==> src/rtl/param_comb_lock.sv <==
// param_comb_lock: parametrised sequential combination lock.
// Accepts a code of SEQ_LEN one-hot button presses from N_BTN buttons. It opens for
// UNLOCK_CYC cycles on a correct code, locks out for LOCKOUT_CYC cycles after MAX_FAIL
// wrong codes, discards an entry after TIMEOUT_CYC idle cycles, and honours an early relock.
//
// Ports:
//   clk        - system clock, rising edge
//   rst_n      - asynchronous active-low reset
//   comb_i     - button levels, already synchronised to clk
//   relock_i   - forces an early relock while unlocked
//   unlock_o   - lock open (registered)
//   lockout_o  - lockout in progress (registered)
//   busy_o     - code entry in progress (registered)
//   fail_cnt_o - failed attempts since the last success or lockout (registered)
module param_comb_lock #(
    parameter int unsigned              N_BTN       = 3,
    parameter int unsigned              SEQ_LEN     = 4,
    parameter logic [SEQ_LEN*N_BTN-1:0] CODE        = {3'b100, 3'b010, 3'b100, 3'b001},
    parameter int unsigned              MAX_FAIL    = 3,
    parameter int unsigned              TIMEOUT_CYC = 500,
    parameter int unsigned              UNLOCK_CYC  = 200,
    parameter int unsigned              LOCKOUT_CYC = 1000
) (
    input  logic                          clk,
    input  logic                          rst_n,
    input  logic [N_BTN-1:0]              comb_i,
    input  logic                          relock_i,
    output logic                          unlock_o,
    output logic                          lockout_o,
    output logic                          busy_o,
    output logic [$clog2(MAX_FAIL+1)-1:0] fail_cnt_o
);

    localparam int unsigned FailW  = $clog2(MAX_FAIL + 1);
    localparam int unsigned IdxW   = $clog2(SEQ_LEN + 1);
    localparam int unsigned MaxUL  = (UNLOCK_CYC > LOCKOUT_CYC) ? UNLOCK_CYC : LOCKOUT_CYC;
    localparam int unsigned MaxCyc = (TIMEOUT_CYC > MaxUL) ? TIMEOUT_CYC : MaxUL;
    localparam int unsigned CntW   = $clog2(MaxCyc + 1);

    typedef enum logic [1:0] {
        StIdle,
        StEntry,
        StUnlocked,
        StLockout
    } state_e;

    state_e            state_q;
    logic [N_BTN-1:0]  comb_q;
    logic [IdxW-1:0]   idx_q;
    logic              err_q;
    logic [CntW-1:0]   cnt_q;
    logic [FailW-1:0]  fail_q;

    logic [N_BTN-1:0]  step_code;
    logic [CntW-1:0]   cnt_inc;
    logic              press;
    logic              step_ok;
    logic              last_step;
    logic              err_eval;
    logic              fail_last;

    // Code step selected by the current index.
    always_comb begin
        step_code = '0;
        for (int unsigned i = 0; i < SEQ_LEN; i++) begin
            if (idx_q == IdxW'(i)) begin
                step_code = CODE[i*N_BTN +: N_BTN];
            end
        end
    end

    always_comb begin
        // Rising edge of "any button": holding a button never re-triggers.
        press     = (comb_i != '0) && (comb_q == '0);
        // A multi-button press can never match a one-hot step.
        step_ok   = $onehot(comb_i) && (comb_i == step_code);
        // idx is 0 in IDLE, so this also covers a one-step code pressed from IDLE.
        last_step = (idx_q == IdxW'(SEQ_LEN - 1));
        err_eval  = err_q | ~step_ok;
        fail_last = (fail_q == FailW'(MAX_FAIL - 1));
        cnt_inc   = (cnt_q == CntW'(MaxCyc)) ? cnt_q : cnt_q + 1'b1;
    end

    always_ff @(posedge clk or negedge rst_n) begin
        if (!rst_n) begin
            state_q   <= StIdle;
            comb_q    <= '0;
            idx_q     <= '0;
            err_q     <= 1'b0;
            cnt_q     <= '0;
            fail_q    <= '0;
            unlock_o  <= 1'b0;
            lockout_o <= 1'b0;
            busy_o    <= 1'b0;
        end else begin
            comb_q <= comb_i;
            unique case (state_q)
                StIdle, StEntry: begin
                    if (press) begin
                        cnt_q <= '0;
                        if (last_step) begin
                            // Evaluate in the same edge as the final press.
                            idx_q  <= '0;
                            err_q  <= 1'b0;
                            busy_o <= 1'b0;
                            if (!err_eval) begin
                                state_q  <= StUnlocked;
                                unlock_o <= 1'b1;
                                fail_q   <= '0;
                            end else if (fail_last) begin
                                state_q   <= StLockout;
                                lockout_o <= 1'b1;
                                fail_q    <= FailW'(MAX_FAIL);
                            end else begin
                                state_q <= StIdle;
                                fail_q  <= fail_q + 1'b1;
                            end
                        end else begin
                            state_q <= StEntry;
                            busy_o  <= 1'b1;
                            idx_q   <= idx_q + 1'b1;
                            err_q   <= err_eval;
                        end
                    end else if (state_q == StEntry) begin
                        if (cnt_q >= CntW'(TIMEOUT_CYC - 1)) begin
                            // Abandoned entry: discard without counting a failure.
                            state_q <= StIdle;
                            busy_o  <= 1'b0;
                            idx_q   <= '0;
                            err_q   <= 1'b0;
                            cnt_q   <= '0;
                        end else begin
                            cnt_q <= cnt_inc;
                        end
                    end
                end
                StUnlocked: begin
                    if (relock_i || (cnt_q >= CntW'(UNLOCK_CYC - 1))) begin
                        state_q  <= StIdle;
                        unlock_o <= 1'b0;
                        cnt_q    <= '0;
                    end else begin
                        cnt_q <= cnt_inc;
                    end
                end
                StLockout: begin
                    if (cnt_q >= CntW'(LOCKOUT_CYC - 1)) begin
                        state_q   <= StIdle;
                        lockout_o <= 1'b0;
                        fail_q    <= '0;
                        cnt_q     <= '0;
                    end else begin
                        cnt_q <= cnt_inc;
                    end
                end
            endcase
        end
    end

    assign fail_cnt_o = fail_q;

endmodule

==> config.mk <==
export PLATFORM = sky130hd
export DESIGN_NAME = param_comb_lock
export DESIGN_NICKNAME = d
export VERILOG_FILES = /design/src/rtl/param_comb_lock.sv
export SDC_FILE = /design/constraint.sdc
export NUM_CORES = 1
export LEC_CHECK = 0
export ABC_AREA = 1
export CAP_MARGIN = 25
export CORE_UTILIZATION = 31
export DETAILED_ROUTE_END_ITERATION = 10
export GPL_ROUTABILITY_DRIVEN = 1
export PLACE_DENSITY_LB_ADDON = 0.3
export SYNTH_ARGS = -nofsm -noshare
export SYNTH_HDL_FRONTEND = slang
export SYNTH_SLANG_ARGS = --single-unit
==> constraint.sdc <==
create_clock -name clk -period 1.6 [get_ports clk]
set_input_delay 0.4 -clock clk [delete_from_list [all_inputs] [get_ports clk]]
set_output_delay 0.4 -clock clk [all_outputs]
set_load 0.01 [all_outputs]
==> metrics.csv <==
metric,value,unit
outcome,finished with violations,
violated checks,negative setup slack,
setup tns final,-0.0168,ns
Syn Area/Cell,7.40,sq um
slew margin rel.,0.707,
"Period Utilization, post-route",1.01,
hold path cells,2,
most numerous cell in the Yosys netlist,nand2_1,
FP Rows,25,
Antenna diodes,0,
Worst-Margin Slew,0.438,ns
GRT Util Overall,0.132,
routing usage on met2,0.226,
most frequent cells after synthesis,"50 x nand2_1, 37 x inv_1, 24 x dfrtp_1",
via count,1355,
# DRC,0,
Synth area leaders,"dfrtp_1 40%, nand2_1 12%, inv_1 9.2%, nand3_1 6.6%, ha_1 5.8%",
fin nets,255,
hold crit path type,in -> reg,
"Design Area, Final",2060,sq um
Worst setup SP type,flip-flop,
vias in the first global route,1250,
CTS sink cnt,24,
die area,5150,sq um
post-synthesis sequential area ratio,0.398,
Die H,71.8,microns
M3 GR Usage,0.0295,
Util after Layout,0.440,
core box area,4690,sq um
Post-synth EDFFs,0,
Num CTS Buffers,3,
grt ovf,0,
"FF+latch count, synth",24,
Clk pwr share,0.337,
Sw Share,0.214,
drt wl/cell,10.9,microns
combinational power share,0.073,
Post-Syn Instances,204,
drt first-iter violations,40,
CTS Hold Bufs,0,
Max Slew Vio Count,0,
DP Area,1800,sq um
Ports,11,
initial antenna violation count,0,
worst setup margin,-0.0168,ns
Int Pwr,815,uW
first-pass GRT wire length,5420,microns
Peak VDD IR,0.329,mV
leakage,1.07,nW
Routed Antenna Nets,0,
R2R cell count,11,
Syn Nets,218,
Post-Place Setup Slack,-0.780,ns
Synth area leader,dfrtp_1,
Final GP Congestion,0.794,
Post-Layout Cell Count,293,
first-pass detailed-route iteration total,4,
global route hottest layer,met2,
worst-path fanout max,6,
Buffers on Ports,10,
area share of the largest cell type after synthesis,0.398,
Async SR Flop Fraction,1.00,
synth-to-layout area growth,36.8,%
Root Buffer,clkbuf_8,
H-tree depth,1,
CP required,1.76,ns
fraction of layout cells with a size suffix above 1,0.351,
Power Dens Cells,502,nW/um^2
Initial Util,0.322,
Final Critical Period,1.62,ns
RSZ-0062 raised after global routing,true,
Finish-stage setup viols,1,
CTS tree,yes,
count of different cell masters after synthesis,26,
Max Fclk,619,MHz
dpl cells,283,
Switch Pwr,222,uW
Max-cap violations,0,
Layout fillers,502,
Final Hold Viols,0,
Post-DP HPWL,2250,microns
Reg power frac,0.589,
deepest clock path buffer count,2,
Pwr Total,1.04,mW
Worst EP arrival,1.77,ns
Via-to-Cell Ratio,4.62,
predominant post-synthesis flop cell,dfrtp_1,
Post-Route WL,3180,microns
Synth Warn #,0,
Post-Syn Area,1510,sq um
Worst setup EP type,flip-flop,
minimum hold slack,0.344,ns
Layout Skew,0.00181,ns
largest net degree at the start of global routing,25,
Worst Setup Path Type,reg -> reg,
die width,71.8,microns
clock-pin slew on the worst setup and hold paths,0.08,ns
worst-skew pair later-pin latency,0.26,ns
grt met1 use,0.170,
[power by group through the flow]
stage	Clock, mW	Sequential [mW]	Combinational [mW]
after floorplan	0	0.624	0.0212
after global placement	0	0.623	0.0712
after detailed placement	0	0.624	0.0711
after CTS	0.370	0.611	0.0736
after global routing	0.381	0.612	0.0853
final	0.350	0.611	0.0761
[registers in the layout (all words and copies together), names as in the netlist]
| register | flops |
|---|---|
| unlock_o | 1 |
| busy_o | 1 |
| comb_q | 3 |
| err_q | 1 |
| lockout_o | 1 |
| idx_q | 3 |
| fail_cnt_o | 2 |
| state_q | 2 |
| cnt_q | 10 |
[timing repair]
action,4_1_cts,5_1_grt
resized for setup,24,45
pin swaps,13,26
setup buffers,5,3
endpoints found under the setup margin,20,23
[area by class of cell]
class                           instances  area [sq um]  area share
Clock buffer                            3          41.3      0.0200
Inverter                               40           165      0.0800
Multi-Input combinational cell        140           902       0.437
Sequential cell                        24           602       0.292
Tap cell                               54          67.6      0.0327
Timing Repair Buffer                   32           287       0.139
[routing by layer]
metal / vias to the layer above / share of wire
li1: 707 / -
met5: - / 0
met2: 11 / 0.51
met3: 4 / 0.022
met4: 0 / 0.0072
met1: 633 / 0.46
[placed cells by master, fill, tap and decap left out, drive strengths merged]
master and count:
xor2 4, dlymetal6s2s 2, clkbuf 3, nand3b 1, a21oi 5, buf 25
inv 40, nor2 25, clkdlybuf4s50 5, or2 1, nand3 21, dfrtp 24
nor3b 1, o21ai 12, nor4 1, nand2 53, ha 7, o211ai 1
nand4 1, fa 1, nor3 6
[worst paths after layout]
check	from	slack, ns	endpoint
setup / recovery	idx_q[0]$_DFFE_PN0P_	-0.02	fail_cnt_o[1]$_DFFE_PN0P_
hold / removal	comb_i[0]	0.34	comb_q[0]$_DFF_PN0_
setup reg to reg	idx_q[0]$_DFFE_PN0P_	-0.02	fail_cnt_o[1]$_DFFE_PN0P_
hold reg to reg	busy_o$_DFFE_PN0P_	0.48	busy_o$_DFFE_PN0P_
max in group asynchronous	rst_n	0.85	idx_q[1]$_DFFE_PN0P_
min in group asynchronous	rst_n	0.50	cnt_q[0]$_DFFE_PN0P_
[cell families after synthesis]
group | Yosys count | share of synthesized area
compound gates | 18 | 0.0663
xor+xnor | 4 | 0.0232
fa+ha+maj | 8 | 0.0713
buf+inv | 40 | 0.0995
flops | 24 | 0.398
simple gates | 110 | 0.342
[worst max-delay path, cell delays in order, from the launching register on]
cell,delay [ns]
dfrtp_1,0.44
buf_6,0.14
ha_2,0.19
nand3_2,0.07
nand2_1,0.05
nand2_1,0.07
nand2_1,0.06
nor2_2,0.17
nand2_4,0.09
buf_4,0.14
nand2_1,0.05
a21oi_1,0.05
Note: power is estimated with default switching activity, not from simulation.
